===== src/rtl/shared_mem_arbiter.sv =====
// Round-robin arbiter/sequencer sharing one fixed-latency memory port among NUM_CORES cores.
// One transaction at a time: IDLE -> ISSUE -> WAIT -> DONE, all outputs registered.
module shared_mem_arbiter #(
    parameter int unsigned NUM_CORES   = 4,
    parameter int unsigned ADDR_WIDTH  = 12,
    parameter int unsigned DATA_WIDTH  = 12,
    parameter int unsigned MEM_LATENCY = 2
) (
    input  logic                             clock,
    input  logic                             rstN,
    input  logic [NUM_CORES-1:0]             req,
    input  logic [NUM_CORES-1:0]             reqWe,
    input  logic [NUM_CORES*ADDR_WIDTH-1:0]  reqAddr,
    input  logic [NUM_CORES*DATA_WIDTH-1:0]  reqData,
    output logic [NUM_CORES-1:0]             gnt,
    output logic [NUM_CORES-1:0]             ack,
    output logic [DATA_WIDTH-1:0]            rdData,
    output logic                             busy,
    output logic [ADDR_WIDTH-1:0]            memAddr,
    output logic [DATA_WIDTH-1:0]            memWrData,
    output logic                             memWe,
    output logic                             memRe,
    input  logic [DATA_WIDTH-1:0]            memRdData
);

    localparam int unsigned IDX_W = (NUM_CORES > 1) ? $clog2(NUM_CORES) : 1;
    localparam int unsigned CNT_W = $clog2(MEM_LATENCY + 1);

    typedef enum logic [1:0] {
        S_IDLE  = 2'd0,
        S_ISSUE = 2'd1,
        S_WAIT  = 2'd2,
        S_DONE  = 2'd3
    } state_t;

    state_t                  r_state, w_state_nxt;
    logic [IDX_W-1:0]        r_idx, w_idx_nxt;
    logic [IDX_W-1:0]        r_last, w_last_nxt;
    logic                    r_we, w_we_nxt;
    logic [ADDR_WIDTH-1:0]   r_addr, w_addr_nxt;
    logic [DATA_WIDTH-1:0]   r_wdata, w_wdata_nxt;
    logic [CNT_W-1:0]        r_cnt, w_cnt_nxt;

    logic [NUM_CORES-1:0]    r_gnt, w_gnt_nxt;
    logic [NUM_CORES-1:0]    r_ack, w_ack_nxt;
    logic [DATA_WIDTH-1:0]   r_rdData, w_rdData_nxt;
    logic                    r_busy, w_busy_nxt;
    logic [ADDR_WIDTH-1:0]   r_memAddr, w_memAddr_nxt;
    logic [DATA_WIDTH-1:0]   r_memWrData, w_memWrData_nxt;
    logic                    r_memWe, w_memWe_nxt;
    logic                    r_memRe, w_memRe_nxt;

    logic                    w_found;
    logic [IDX_W-1:0]        w_pick;
    logic [IDX_W-1:0]        w_cand;
    logic [ADDR_WIDTH-1:0]   w_addr_arr [NUM_CORES];
    logic [DATA_WIDTH-1:0]   w_data_arr [NUM_CORES];

    for (genvar g = 0; g < NUM_CORES; g++) begin : g_unpack
        assign w_addr_arr[g] = reqAddr[g*ADDR_WIDTH +: ADDR_WIDTH];
        assign w_data_arr[g] = reqData[g*DATA_WIDTH +: DATA_WIDTH];
    end

    // Scan from the core after the last winner so that winner ends up lowest priority.
    always_comb begin
        w_found = 1'b0;
        w_pick  = r_last;
        w_cand  = '0;
        for (int unsigned k = 1; k <= NUM_CORES; k++) begin
            w_cand = IDX_W'((32'(r_last) + k) % NUM_CORES);
            if (!w_found && req[w_cand]) begin
                w_found = 1'b1;
                w_pick  = w_cand;
            end
        end
    end

    always_comb begin
        w_state_nxt  = r_state;
        w_idx_nxt    = r_idx;
        w_last_nxt   = r_last;
        w_we_nxt     = r_we;
        w_addr_nxt   = r_addr;
        w_wdata_nxt  = r_wdata;
        w_cnt_nxt    = r_cnt;
        w_rdData_nxt = r_rdData;

        case (r_state)
            S_IDLE: begin
                if (w_found) begin
                    w_state_nxt = S_ISSUE;
                    w_idx_nxt   = w_pick;
                    w_we_nxt    = reqWe[w_pick];
                    w_addr_nxt  = w_addr_arr[w_pick];
                    w_wdata_nxt = w_data_arr[w_pick];
                end
            end
            S_ISSUE: begin
                w_state_nxt = S_WAIT;
                w_cnt_nxt   = CNT_W'(MEM_LATENCY);
            end
            S_WAIT: begin
                if (r_cnt == CNT_W'(1)) begin
                    w_state_nxt = S_DONE;
                    if (!r_we) begin
                        w_rdData_nxt = memRdData;
                    end
                end else begin
                    w_cnt_nxt = r_cnt - CNT_W'(1);
                end
            end
            S_DONE: begin
                w_state_nxt = S_IDLE;
                w_last_nxt  = r_idx;
            end
            default: w_state_nxt = S_IDLE;
        endcase

        // Outputs are decoded from the next state so they register in step with it.
        w_busy_nxt       = (w_state_nxt != S_IDLE);
        w_gnt_nxt        = w_busy_nxt ? (NUM_CORES'(1) << w_idx_nxt) : '0;
        w_ack_nxt        = (w_state_nxt == S_DONE) ? (NUM_CORES'(1) << w_idx_nxt) : '0;
        w_memWe_nxt      = (w_state_nxt == S_ISSUE) && w_we_nxt;
        w_memRe_nxt      = (w_state_nxt == S_ISSUE) && !w_we_nxt;
        w_memAddr_nxt    = (w_state_nxt == S_ISSUE) ? w_addr_nxt : r_memAddr;
        w_memWrData_nxt  = (w_state_nxt == S_ISSUE) ? w_wdata_nxt : r_memWrData;
    end

    always_ff @(posedge clock or negedge rstN) begin
        if (!rstN) begin
            r_state     <= S_IDLE;
            r_idx       <= '0;
            r_last      <= IDX_W'(NUM_CORES - 1);
            r_we        <= 1'b0;
            r_addr      <= '0;
            r_wdata     <= '0;
            r_cnt       <= '0;
            r_gnt       <= '0;
            r_ack       <= '0;
            r_rdData    <= '0;
            r_busy      <= 1'b0;
            r_memAddr   <= '0;
            r_memWrData <= '0;
            r_memWe     <= 1'b0;
            r_memRe     <= 1'b0;
        end else begin
            r_state     <= w_state_nxt;
            r_idx       <= w_idx_nxt;
            r_last      <= w_last_nxt;
            r_we        <= w_we_nxt;
            r_addr      <= w_addr_nxt;
            r_wdata     <= w_wdata_nxt;
            r_cnt       <= w_cnt_nxt;
            r_gnt       <= w_gnt_nxt;
            r_ack       <= w_ack_nxt;
            r_rdData    <= w_rdData_nxt;
            r_busy      <= w_busy_nxt;
            r_memAddr   <= w_memAddr_nxt;
            r_memWrData <= w_memWrData_nxt;
            r_memWe     <= w_memWe_nxt;
            r_memRe     <= w_memRe_nxt;
        end
    end

    assign gnt       = r_gnt;
    assign ack       = r_ack;
    assign rdData    = r_rdData;
    assign busy      = r_busy;
    assign memAddr   = r_memAddr;
    assign memWrData = r_memWrData;
    assign memWe     = r_memWe;
    assign memRe     = r_memRe;

endmodule


===== config.mk =====
export PLATFORM = sky130hd
export DESIGN_NAME = shared_mem_arbiter
export DESIGN_NICKNAME = d
export VERILOG_FILES = /design/src/rtl/shared_mem_arbiter.sv
export SDC_FILE = /design/constraint.sdc
export NUM_CORES = 1
export LEC_CHECK = 0
export CAP_MARGIN = 20
export CORE_MARGIN = 5
export CORE_UTILIZATION = 39
export DETAILED_ROUTE_END_ITERATION = 8
export GPL_ROUTABILITY_DRIVEN = 0
export PLACE_DENSITY_LB_ADDON = 0.15
export SLEW_MARGIN = 20
export SYNTH_ARGS = -nofsm -noshare
export SYNTH_HDL_FRONTEND = slang
export SYNTH_SLANG_ARGS = --single-unit

===== constraint.sdc =====
create_clock -name clock -period 1.7 [get_ports clock]
set_input_delay 0.34 -clock clock [delete_from_list [all_inputs] [get_ports clock]]
set_output_delay 0.34 -clock clock [all_outputs]
set_load 0.05 [all_outputs]

==> flow_metrics.env <==
export IMPL_rows=37
export IMPL_min_path_type="in -> async"
export IMPL_io_buffers=164
export IMPL_initial_utilization_pct=39.41
export IMPL_power_uw=13830
export IMPL_cts_root_buf="clkbuf_8"
export IMPL_hpwl_um=8462
export IMPL_status="finished, violations left"
export IMPL_final_common_cell="clkdlybuf4s50_1"
export IMPL_crit_slowest_cell="dfstp_2"
export IMPL_core_area_sq_um=10180
export IMPL_wl_per_cell_um=15.84
export IMPL_synth_xor_area_share_pct=0.2182
export IMPL_dieArea_sq_um=12420
export IMPL_synth_edf_count=0
export IMPL_finalHoldViolations=0
export IMPL_max_cap_viol_count=0
export IMPL_clkSinkCount=80
export IMPL_grt_overflow=0
export IMPL_cp_arrival_ps=2270
export IMPL_path_class="reg -> reg"
export IMPL_max_stage_delay_ps=600
export IMPL_ys_seq_area_share_pct=49.94
export IMPL_synth_compound_area_share_pct=19.58
export IMPL_synth_top_cell_area_share_pct=48.63
export IMPL_die_w_um=111.5
export IMPL_rsz0062_at_grt="true"
export IMPL_diodes=0
export IMPL_num_vias=3752
export IMPL_ys_flop_type="dfrtp_1"
export IMPL_htree_num_levels=3
export IMPL_switchingPower_uw=6337
export IMPL_n_fill_cell=839
export IMPL_synth_mux_area_share_pct=10.13
export IMPL_clockBufferDepth=2
export IMPL_multi_input_area_sq_um=2006
export IMPL_synth_top_family_by_area="compound AO/OA/AOI/OAI gates"
export IMPL_yosys_area_top_type="dfrtp_1"
export IMPL_avgViaCountPerCell=5.016
export IMPL_p_comb_share_pct=66.2
export IMPL_yosys_warnings=0
export IMPL_drv_slew=0
export IMPL_swShare_pct=45.81
export IMPL_drtIter0Drc=150
export IMPL_wl_um=11850
export IMPL_reg2reg_slack_ps=-340
export IMPL_grt_pass1_vias=3776
export IMPL_syn_area_per_cell_sq_um=9.960
export IMPL_ios=165
export IMPL_synth_adder_area_share_pct=1.870
export IMPL_clk_transition_reported_paths_ps=80
export IMPL_cp_top_family="flip-flops"
export IMPL_max_slew_worst_pin_slew_ps=423.8
export IMPL_clk_latency_ps=340
export IMPL_critical_path_cell_count=7
export IMPL_r2r_cells=7
export IMPL_drc_errors=0
export IMPL_synth_cell_types=44
export IMPL_synth_fp_nets=527
export IMPL_cts_tree="done"
export IMPL_p_leak_uw=0.002985
export IMPL_placed_cells=719
export IMPL_grt_usage_pct=18.73
export IMPL_final_nets=731
export IMPL_finalClockSkew_ps=9.392
export IMPL_dp_worst_setup_slack_ps=-686.8
export IMPL_die_h_um=111.5
export IMPL_slew_headroom_pct=71.75
export IMPL_critPathMaxFanout=7
export IMPL_async_reset_ff_share_pct=100.0
export IMPL_regArea_sq_um=2004
export IMPL_fmax_ghz=0.4906
export IMPL_p_int_uw=7495
export IMPL_period_share_pct=119.9
export IMPL_rr_startpoint="r_last[1]"
export IMPL_violations="setup timing"
export IMPL_power_frac_clock_pct=10.1
export IMPL_seqPwrFrac_pct=23.6
export IMPL_min_period_ps=2038
export IMPL_syn_inst=403
export IMPL_netlist_area_sq_um=4014
export IMPL_yosys_area_share_simple_pct=13.12
export IMPL_crit_buf_inv=1
export IMPL_worst_slack_ps=-338.5
export IMPL_ant_nets=0
export IMPL_start_kind="flop"
export IMPL_cp_end_kind="flop"
export IMPL_timing_hold_ws_ps=5.804
export IMPL_r2r_end="memRe"
export IMPL_antenna_found_initial=0
export IMPL_drtPass1Iterations=4
export IMPL_setup_violations=61
export IMPL_ir_drop_v=0.001128
export IMPL_crit_path_cell_trace="nand2_2 -> a21o_4 -> and3_4 -> buf_4 -> mux2i_1 -> a221o_1 -> and2_1"
export IMPL_ys_ff_latch=80
export IMPL_required_ps=1930
export IMPL_area_growth_pct=64.59
export IMPL_final_cell_mix="112 x clkdlybuf4s50_1, 82 x buf_4, 78 x dfrtp_1, 53 x nand2_1, 30 x o21ai_1"
export IMPL_power_density_nw_per_um2=2094
export IMPL_grt_first_pass_wirelength_um=19040
export IMPL_layout_drive_gt1_share_pct=29.41
export IMPL_fin_util_pct=64.86
export IMPL_synthTopCellsByArea="dfrtp_1 49%, mux2i_1 6.5%, nand2_1 5.1%, o21ai_0 4.6%, a21oi_1 4.4%"
export IMPL_grt_max_degree=81
export IMPL_cts_made_buffers=9
export IMPL_fin_cells=748
## per-layer routing
layer	track usage [%]	part of all wire [%]	vias to the layer above	routed length (um)
li1	-	-	1833	-
met1	23.83	43	1804	5146
met2	31.85	51	109	6042
met3	5.217	5.0	6	598
met4	4.298	0.51	0	61
met5	0	0	-	0
## cell usage after synthesis (6+ instances only)
cell / instances
dfrtp_1: 78
nand2_1: 55
o21ai_0: 37
a21oi_1: 35
nor2_1: 32
mux2i_1: 26
a22o_1: 17
buf_2: 13
mux2_2: 13
and2_1: 9
a31oi_1: 8
clkbuf_1: 8
inv_1: 8
a211o_1: 7
a221oi_1: 7
nand2b_1: 7
ha_1: 6
nor3_1: 6
## layout make-up
cell class / count / area share [%]
Sequential cell: 80 / 30.34
Clock buffer: 12 / 2.197
Inverter: 9 / 0.5871
Multi-Input combinational cell: 285 / 30.36
Clock inverter: 4 / 0.8144
Timing Repair Buffer: 222 / 33.12
Tap cell: 136 / 2.576
## worst register-to-register path, stage by stage (launching register included)
cell and delay [ps]:
dfstp_2 600, nand2_2 90, a21o_4 230, and3_4 230, buf_4 150, mux2i_1 110
a221o_1 350, and2_1 160
## worst max path at each step
stage,to,start,slack [ps]
2_1_floorplan,memWrData[0],r_last[0],-130
3_3_place_gp,r_addr[10],req[3],-630
3_5_place_dp,memWrData[1],req[3],-690
4_1_cts,memAddr[11],r_last[1],-260
5_1_grt,r_addr[3],r_last[1],-430
6_report,memRe,r_last[1],-340
## stage by stage
step                cell area, sq um  setup TNS (ps)
floorplan                       4090           -4067
global placement                6018          -34640
detailed placement              6018          -37300
CTS                             6336          -11880
global route                    6606          -20930
finish                          6606          -15080
## what timing repair did
item | in CTS | in global routing
resized for setup | 30 | 42
setup buffers | 4 | 6
pin swaps | 5 | 19
setup endpoints to repair | 61 | 62
hold buffers | 0 | 0
cloned | 1 | 2
## flip-flops by register name, summed over array words and instances (netlist names)
register and cells:
rdData 12, r_last 2, r_cnt 2, r_wdata 12, memRe 1, r_addr 12, r_idx 2, r_state 2
r_we 1, memWrData 12, busy 1, memWe 1, gnt 4, ack 4, memAddr 12
## power groups by stage
stage	clock [uW]	combinational, uW	sequential, uW
6_report	1400	9160	3270
5_1_grt	1550	9830	3370
4_1_cts	1440	8480	3260
3_5_place_dp	0	8040	3300
3_3_place_gp	0	7900	3270
2_1_floorplan	0	3720	5010
## logic make-up after synthesis
kind of cell | count (synthesis)
compound gates | 121
simple gates | 118
mux | 39
fa+ha+maj | 6
flops | 80
buf+inv | 38
xor+xnor | 1
No activity file was read; power rests on OpenSTA's default activity.
